<file path="config.mk">
export PLATFORM = sky130hd
export DESIGN_NAME = fifo_request_arbiter
export DESIGN_NICKNAME = d
export VERILOG_FILES = /design/src/rtl/arb_pkg.sv /design/src/rtl/arb_id_fifo.sv /design/src/rtl/fifo_request_arbiter.sv
export SDC_FILE = /design/constraint.sdc
export NUM_CORES = 1
export LEC_CHECK = 0
export ABC_AREA = 1
export CAP_MARGIN = 10
export CORE_ASPECT_RATIO = 0.6
export CORE_MARGIN = 8
export CORE_UTILIZATION = 46
export CTS_CLUSTER_SIZE = 30
export DETAILED_ROUTE_END_ITERATION = 10
export PLACE_DENSITY = 0.69
export SLEW_MARGIN = 20
export SYNTH_ARGS = -nofsm -noshare
export SYNTH_HDL_FRONTEND = slang
export SYNTH_SLANG_ARGS = --single-unit
</file>
<file path="constraint.sdc">
create_clock -name clock -period 2.9 [get_ports clock]
set_clock_uncertainty 0.05 [all_clocks]
set_input_delay 0.58 -clock clock [delete_from_list [all_inputs] [get_ports clock]]
set_output_delay 0.58 -clock clock [all_outputs]
set_load 0.03 [all_outputs]
</file>
<file path="src/rtl/arb_pkg.sv">
// Shared types and helpers for the FCFS request arbiter: FSM states,
// tie-break mode codes and one-hot/index conversion.
package arb_pkg;

  typedef enum logic {
    ST_IDLE,
    ST_GRANT
  } arb_state_e;

  localparam int unsigned PRIO_FIXED = 0;
  localparam int unsigned PRIO_RR    = 1;

  // Widest requester vector the helpers handle; callers cast to their own width.
  localparam int unsigned MAX_REQ = 32;

  function automatic logic [MAX_REQ-1:0] id_to_onehot(input int unsigned id);
    return MAX_REQ'(1) << id;
  endfunction

  // Index of the lowest set bit (0 when the vector is empty).
  function automatic int unsigned first_set_id(input logic [MAX_REQ-1:0] v);
    int unsigned id;
    logic [MAX_REQ-1:0] s;
    id = 0;
    for (int unsigned i = MAX_REQ; i > 0; i--) begin
      s = v >> (i - 1);
      if (s[0]) id = i - 1;
    end
    return id;
  endfunction

endpackage

</file>
<file path="src/rtl/arb_id_fifo.sv">
// Circular-buffer queue of requester IDs; push is ignored when full and
// pop when empty, simultaneous push/pop leaves the occupancy unchanged.
module arb_id_fifo
  import arb_pkg::*;
#(
  parameter  int unsigned W     = 2,
  parameter  int unsigned DEPTH = 4,
  localparam int unsigned PW    = (DEPTH > 1) ? $clog2(DEPTH) : 1,
  localparam int unsigned CW    = $clog2(DEPTH + 1)
) (
  input  logic          i_clk,
  input  logic          i_rst,
  input  logic          i_push,
  input  logic [W-1:0]  i_push_id,
  input  logic          i_pop,
  output logic [W-1:0]  o_head,
  output logic [CW-1:0] o_count,
  output logic          o_full,
  output logic          o_empty
);

  logic [W-1:0]  r_mem [DEPTH];
  logic [PW-1:0] r_wr;
  logic [PW-1:0] r_rd;
  logic [CW-1:0] r_count;
  logic          w_do_push;
  logic          w_do_pop;

  always_comb begin
    o_full    = (r_count == CW'(DEPTH));
    o_empty   = (r_count == '0);
    w_do_push = i_push && !o_full;
    w_do_pop  = i_pop && !o_empty;
    o_head    = r_mem[r_rd];
    o_count   = r_count;
  end

  always_ff @(posedge i_clk) begin
    if (w_do_push) r_mem[r_wr] <= i_push_id;
  end

  always_ff @(posedge i_clk) begin
    if (i_rst) begin
      r_wr    <= '0;
      r_rd    <= '0;
      r_count <= '0;
    end else begin
      if (w_do_push) r_wr <= (r_wr == PW'(DEPTH - 1)) ? '0 : r_wr + 1'b1;
      if (w_do_pop)  r_rd <= (r_rd == PW'(DEPTH - 1)) ? '0 : r_rd + 1'b1;
      if (w_do_push && !w_do_pop)      r_count <= r_count + 1'b1;
      else if (w_do_pop && !w_do_push) r_count <= r_count - 1'b1;
    end
  end

endmodule

</file>
<file path="src/rtl/fifo_request_arbiter.sv">
// First-come-first-served arbiter: request edges are queued by arrival order
// and served as registered one-hot grants, with hold timeout and abandon skipping.
module fifo_request_arbiter
  import arb_pkg::*;
#(
  parameter  int unsigned N_REQ     = 4,
  parameter  int unsigned DEPTH     = 4,
  parameter  int unsigned PRIO_MODE = PRIO_FIXED,
  parameter  int unsigned MAX_HOLD  = 8,
  localparam int unsigned IDW       = $clog2(N_REQ),
  localparam int unsigned CW        = $clog2(DEPTH + 1)
) (
  input  logic             clock,
  input  logic             reset,
  input  logic [N_REQ-1:0] request,
  output logic [N_REQ-1:0] grant_o,
  output logic             grant_valid_o,
  output logic [IDW-1:0]   grant_id_o,
  output logic [CW-1:0]    queue_count_o,
  output logic             timeout_o
);

  localparam int unsigned HW = (MAX_HOLD > 0) ? $clog2(MAX_HOLD + 1) : 1;

  arb_state_e       r_state;
  logic [N_REQ-1:0] r_req_q;
  logic [N_REQ-1:0] r_pending;
  logic [N_REQ-1:0] r_queued;
  logic [N_REQ-1:0] r_grant;
  logic [IDW-1:0]   r_grant_id;
  logic [IDW-1:0]   r_rr;
  logic [HW-1:0]    r_hold;
  logic             r_timeout;

  logic [N_REQ-1:0] w_rise;
  logic [N_REQ-1:0] w_cand;
  logic [N_REQ-1:0] w_rot;
  logic [N_REQ-1:0] w_pick_oh;
  logic [N_REQ-1:0] w_head_oh;
  logic [IDW-1:0]   w_pick;
  logic [IDW-1:0]   w_head;
  logic             w_push;
  logic             w_pop;
  logic             w_full;
  logic             w_empty;
  logic [CW-1:0]    w_count;

  always_comb begin
    w_rise = request & ~r_req_q;
    w_cand = (r_pending | w_rise) & request & ~r_queued & ~r_grant;
    // Round-robin: rotate rr_ptr down to bit 0, take the lowest bit, add the offset back.
    if (PRIO_MODE == PRIO_RR) begin
      w_rot  = (w_cand >> r_rr) | (w_cand << (N_REQ - 32'(r_rr)));
      w_pick = IDW'((first_set_id(MAX_REQ'(w_rot)) + 32'(r_rr)) % N_REQ);
    end else begin
      w_rot  = w_cand;
      w_pick = IDW'(first_set_id(MAX_REQ'(w_rot)));
    end
    w_pick_oh = N_REQ'(id_to_onehot(32'(w_pick)));
    w_head_oh = N_REQ'(id_to_onehot(32'(w_head)));
    w_push    = (|w_cand) && !w_full;
    w_pop     = (r_state == ST_IDLE) && !w_empty;
  end

  arb_id_fifo #(
    .W     (IDW),
    .DEPTH (DEPTH)
  ) u_id_fifo (
    .i_clk     (clock),
    .i_rst     (reset),
    .i_push    (w_push),
    .i_push_id (w_pick),
    .i_pop     (w_pop),
    .o_head    (w_head),
    .o_count   (w_count),
    .o_full    (w_full),
    .o_empty   (w_empty)
  );

  always_ff @(posedge clock) begin
    if (reset) begin
      r_state    <= ST_IDLE;
      r_req_q    <= '0;
      r_pending  <= '0;
      r_queued   <= '0;
      r_grant    <= '0;
      r_grant_id <= '0;
      r_rr       <= '0;
      r_hold     <= '0;
      r_timeout  <= 1'b0;
    end else begin
      r_req_q   <= request;
      r_pending <= w_cand & ~(w_push ? w_pick_oh : '0);
      r_queued  <= (r_queued & ~(w_pop ? w_head_oh : '0)) | (w_push ? w_pick_oh : '0);
      r_timeout <= 1'b0;
      if (w_push && PRIO_MODE == PRIO_RR)
        r_rr <= (w_pick == IDW'(N_REQ - 1)) ? '0 : w_pick + 1'b1;

      case (r_state)
        ST_IDLE: begin
          // A popped entry whose requester has already dropped is discarded.
          if (w_pop && request[w_head]) begin
            r_grant    <= w_head_oh;
            r_grant_id <= w_head;
            r_hold     <= HW'(1);
            r_state    <= ST_GRANT;
          end
        end
        ST_GRANT: begin
          if (!request[r_grant_id]) begin
            r_grant    <= '0;
            r_grant_id <= '0;
            r_state    <= ST_IDLE;
          end else if (MAX_HOLD != 0 && r_hold == HW'(MAX_HOLD)) begin
            r_grant    <= '0;
            r_grant_id <= '0;
            r_timeout  <= 1'b1;
            r_state    <= ST_IDLE;
          end else if (MAX_HOLD != 0) begin
            r_hold <= r_hold + 1'b1;
          end
        end
        default: r_state <= ST_IDLE;
      endcase
    end
  end

  assign grant_o       = r_grant;
  assign grant_valid_o = |r_grant;
  assign grant_id_o    = r_grant_id;
  assign queue_count_o = w_count;
  assign timeout_o     = r_timeout;

endmodule
</file>
==> Implementation_results.wiki <==
{| class="wikitable"
! Metric !! Value
|-
| Status || completed
|-
| Net Sw Power || 1.22 mW
|-
| DRC || 0
|-
| Number of warnings printed during yosys synthesis || 0
|-
| Number of endpoints with negative hold slack in the final report || 0
|-
| Dominant cell type by area after synthesis || sky130_fd_sc_hd__dfxtp_1
|-
| Crit path buf inv count || 3
|-
| Power Internal || 1.46 mW
|-
| Synth top area share || 34.0%
|-
| Category of the most critical setup path || primary input to flip-flop
|-
| Logic pwr share || 53.6%
|-
| Critical-path cell list || clkdlybuf4s50_1 -> inv_1 -> nor3_1 -> o21ai_1 -> nand2_1 -> o21ai_2 -> inv_2 -> ha_1 -> fa_1 -> a21oi_1 -> o21a_1 -> o21ai_0 -> a21oi_1
|-
| Critical-path top delay cell || sky130_fd_sc_hd__clkdlybuf4s50_1
|-
| Drt initial violations || 140
|-
| Antenna Violating Nets Remaining || 0
|-
| Number of different library cells in the post-synthesis netlist || 30
|-
| Area growth, synth to finish || 19.0%
|-
| Resize count post-CTS || 0
|-
| Worst-path clk slew || 80 ps
|-
| Instance count along the most critical hold path || 2
|-
| Crit-path max cell delay || 430 ps
|-
| Final Slew Violations || 0
|-
| Reg-to-reg startpoint || u_id_fifo.o_count[2]$_SDFFE_PP0P_
|-
| Vias in the first global route || 1461
|-
| Routed wire per std cell || 12.8 um
|-
| Most common library cells after synthesis || 33 x sky130_fd_sc_hd__dfxtp_1, 33 x sky130_fd_sc_hd__inv_1, 32 x sky130_fd_sc_hd__nand2_1
|-
| Worst slew margin || 75.0%
|-
| Placer's final routability congestion estimate || 0.831
|-
| CP Data Arrival Time || 2790 ps
|-
| Max frequency || 0.381 GHz
|-
| Number of nets produced by synthesis || 245
|-
| TNS Setup || 0 ps
|-
| Die width || 100 um
|-
| Worst path top cell family by delay || compound AO/OA/AOI/OAI gates
|-
| Terminus of the critical flop-to-flop path || u_id_fifo.o_count[2]$_SDFFE_PP0P_
|-
| RSZ-0062 raised after global routing || false
|-
| CP max FO || 3
|-
| I/O pin count || 17
|-
| Min Tclk post-route || 2630 ps
|-
| Buffers added on ports || 16
|-
| Register bit count reported by yosys || 41
|-
| Number of antenna violations at the first check in global routing || 0
|-
| Flop2flop setup slack || 560 ps
|-
| Maximum number of pins on one net before global-route repair || 17
|-
| Peak supply drop || 0.000524 V
|-
| Cells taking the most area after synthesis || sky130_fd_sc_hd__dfxtp_1 34%, sky130_fd_sc_hd__edfxtp_1 12%, sky130_fd_sc_hd__inv_1 6.4%, sky130_fd_sc_hd__nand2_1 6.2%, sky130_fd_sc_hd__ha_1 5.1%
|-
| Buffers inserted during post-CTS setup optimization || 0
|-
| Post-synthesis cell area || 1950 sq um
|-
| Post-route fraction of the period consumed by the critical path || 90.6%
|-
| Worst min-delay path endpoint || r_queued[1]$_SDFF_PP0_
|-
| Critical Path Start || request[0]
|-
| Clock tree from TritonCTS || yes
|-
| Cell Pwr Density || 1160 nW/um^2
|-
| Number of flops mapped to enable cells by yosys || 8
|-
| Overall Global Routing Usage || 13.2%
|-
| Total design power || 2.68 mW
|-
| Synth Instances || 230
|-
| Detailed-routing iteration count for the pre-antenna-repair pass || 4
|-
| Number of failing setup endpoints in the final timing report || 0
|-
| Class of the tightest hold or removal check || flip-flop to flip-flop
|-
| Final #Nets || 274
|-
| Total Wirelength || 4090 um
|-
| Root buffer cell || sky130_fd_sc_hd__clkbuf_8
|-
| Critical path capture point type || flip-flop
|-
| Sequential cell area fraction in the yosys report || 46.3%
|-
| Number of maximum-capacitance violations || 0
|-
| Hold-fix buffers, CTS || 0
|-
| Share of cells above drive strength 1 || 18.1%
|-
| Die area || 6630 sq um
|-
| Antenna diode instance count || 0
|-
| H-Tree Level Count || 2
|-
| Average size of a mapped cell || 8.46 sq um
|-
| Power share of the sequential group || 33.4%
|-
| Insertion delay to the later sink of the worst-skew pair || 280 ps
|-
| Required time of the critical path || 3070 ps
|-
| Height of the die || 66.4 um
|-
| TritonCTS sink count || 41
|-
| Number of rows in the core area || 18
|-
| Share of total power consumed by net switching || 45.6%
|-
| Worst slew pin tran || 372 ps
|-
| Category of the worst setup path launch point || primary input
|-
| Mean number of vias per cell || 4.85
|-
| Dominant register cell in the synthesized netlist || sky130_fd_sc_hd__dfxtp_1
|-
| Total via count after detailed routing || 1553
|-
| Fillers || 371
|-
| Area inside the core boundary || 4080 sq um
|-
| Reported leakage power || 0.981 nW
|-
| Max Buffers Root-to-Sink || 2
|-
| Ys async rst share || 0%
|-
| Global route overflow || 0
|-
| Worst Min Path Start || r_queued[1]$_SDFF_PP0_
|-
| Most numerous cell on the critical path || sky130_fd_sc_hd__a21oi_1
|-
| Total CTS buffers || 5
|-
| Share of power burned in the clock network || 13.0%
|-
| First-pass GRT wire length || 6950 um
|-
| Final HPWL DP || 3180 um
|-
| R2r worst-path depth || 11
|-
| Initial standard-cell utilization of the core || 47.7%
|}
==> worst max-delay path by stage <==
stage               depth (start not counted)  slack, ps                           endpoint
global placement                           13        100  u_id_fifo.o_count[2]$_SDFFE_PP0P_
finish                                     13        270  u_id_fifo.o_count[2]$_SDFFE_PP0P_
detailed placement                         13         -4  u_id_fifo.o_count[2]$_SDFFE_PP0P_
CTS                                        13        280  u_id_fifo.o_count[2]$_SDFFE_PP0P_
floorplan                                  11        450  u_id_fifo.o_count[2]$_SDFFE_PP0P_
global route                               13        130  u_id_fifo.o_count[2]$_SDFFE_PP0P_
==> placed cells by master (no fill, tap or decap), types with 2 or more instances in the layout <==
cell and instances:
sky130_fd_sc_hd__nand3_2 3, sky130_fd_sc_hd__inv_1 33, sky130_fd_sc_hd__buf_4 8, sky130_fd_sc_hd__nor2_1 20, sky130_fd_sc_hd__clkbuf_8 5, sky130_fd_sc_hd__nor3_1 4
sky130_fd_sc_hd__xor2_1 3, sky130_fd_sc_hd__dfxtp_1 33, sky130_fd_sc_hd__nand2_4 3, sky130_fd_sc_hd__a21oi_2 6, sky130_fd_sc_hd__a21oi_1 17, sky130_fd_sc_hd__nand2_1 32
sky130_fd_sc_hd__ha_1 8, sky130_fd_sc_hd__edfxtp_1 8, sky130_fd_sc_hd__clkinv_2 2, sky130_fd_sc_hd__o21ai_0 10, sky130_fd_sc_hd__o21ai_1 4, sky130_fd_sc_hd__a211oi_1 2
sky130_fd_sc_hd__inv_2 6, sky130_fd_sc_hd__clkdlybuf4s50_1 16, sky130_fd_sc_hd__nand2_2 11, sky130_fd_sc_hd__nand3_1 14
==> flip-flops by register name, summed over array words and instances, names as in the netlist, named ones only <==
name	count
r_pending	4
timeout_o	1
u_id_fifo.o_count	3
u_id_fifo.r_rd	2
r_queued	4
r_req_q	4
u_id_fifo.r_mem	8
grant_o	4
r_hold	4
grant_id_o	2
u_id_fifo.r_wr	2
r_state	1
==> logic make-up after synthesis <==
group / after synthesis / synth area share (%)
buffers and inverters: 41 / 7.91
adders and majority gates: 9 / 6.17
and+or+nand+nor: 90 / 23.1
xor gates and xnor gates: 3 / 1.35
AOI/OAI and AO/OA: 46 / 15.2
DFF: 41 / 46.3
==> metal layers <==
metal	wire length [um]	track usage (%)
met1	2140	19.3
met2	1580	17.9
met3	363	4.62
met4	0	2.25
met5	0	0
==> tightest hold or removal path: stages, from the launching register on <==
cell and delay, ps:
sky130_fd_sc_hd__dfxtp_1 320, sky130_fd_sc_hd__nand2_1 60, sky130_fd_sc_hd__a21oi_1 60
==> stage by stage <==
stage | setup WS, ps | area (sq um) | hold slack (ps) | util [%] | std cells
global route | 129 | 2320 | 453 | 56.8 | 320
floorplan | 454 | 1950 | 393 | - | 230
finish | 274 | 2320 | 426 | 56.8 | 320
CTS | 285 | 2320 | 421 | 56.8 | 320
detailed placement | -3.78 | 2230 | 408 | 54.8 | 312
global placement | 104 | 2230 | 410 | 54.8 | 312
==> area by class of cell <==
class                   count  area, sq um  area share (%)
clock buffers               6         72.6            3.13
inverters                  39          146            6.32
well taps                  60         75.1            3.24
clock inverters             2         10.0           0.432
flip-flops and latches     41          901            38.9
multi-input cells         148          891            38.5
repair buffers             24          220            9.51
==> power by group through the flow <==
stage	clock [mW]	sequential, mW	combinational (mW)
final	0.348	0.894	1.44
after global routing	0.386	0.918	1.60
after CTS	0.357	0.895	1.43
after detailed placement	0	0.908	1.43
after global placement	0	0.907	1.41
after floorplan	0	0.968	0.943
Note: power is estimated with default switching activity, not from simulation.
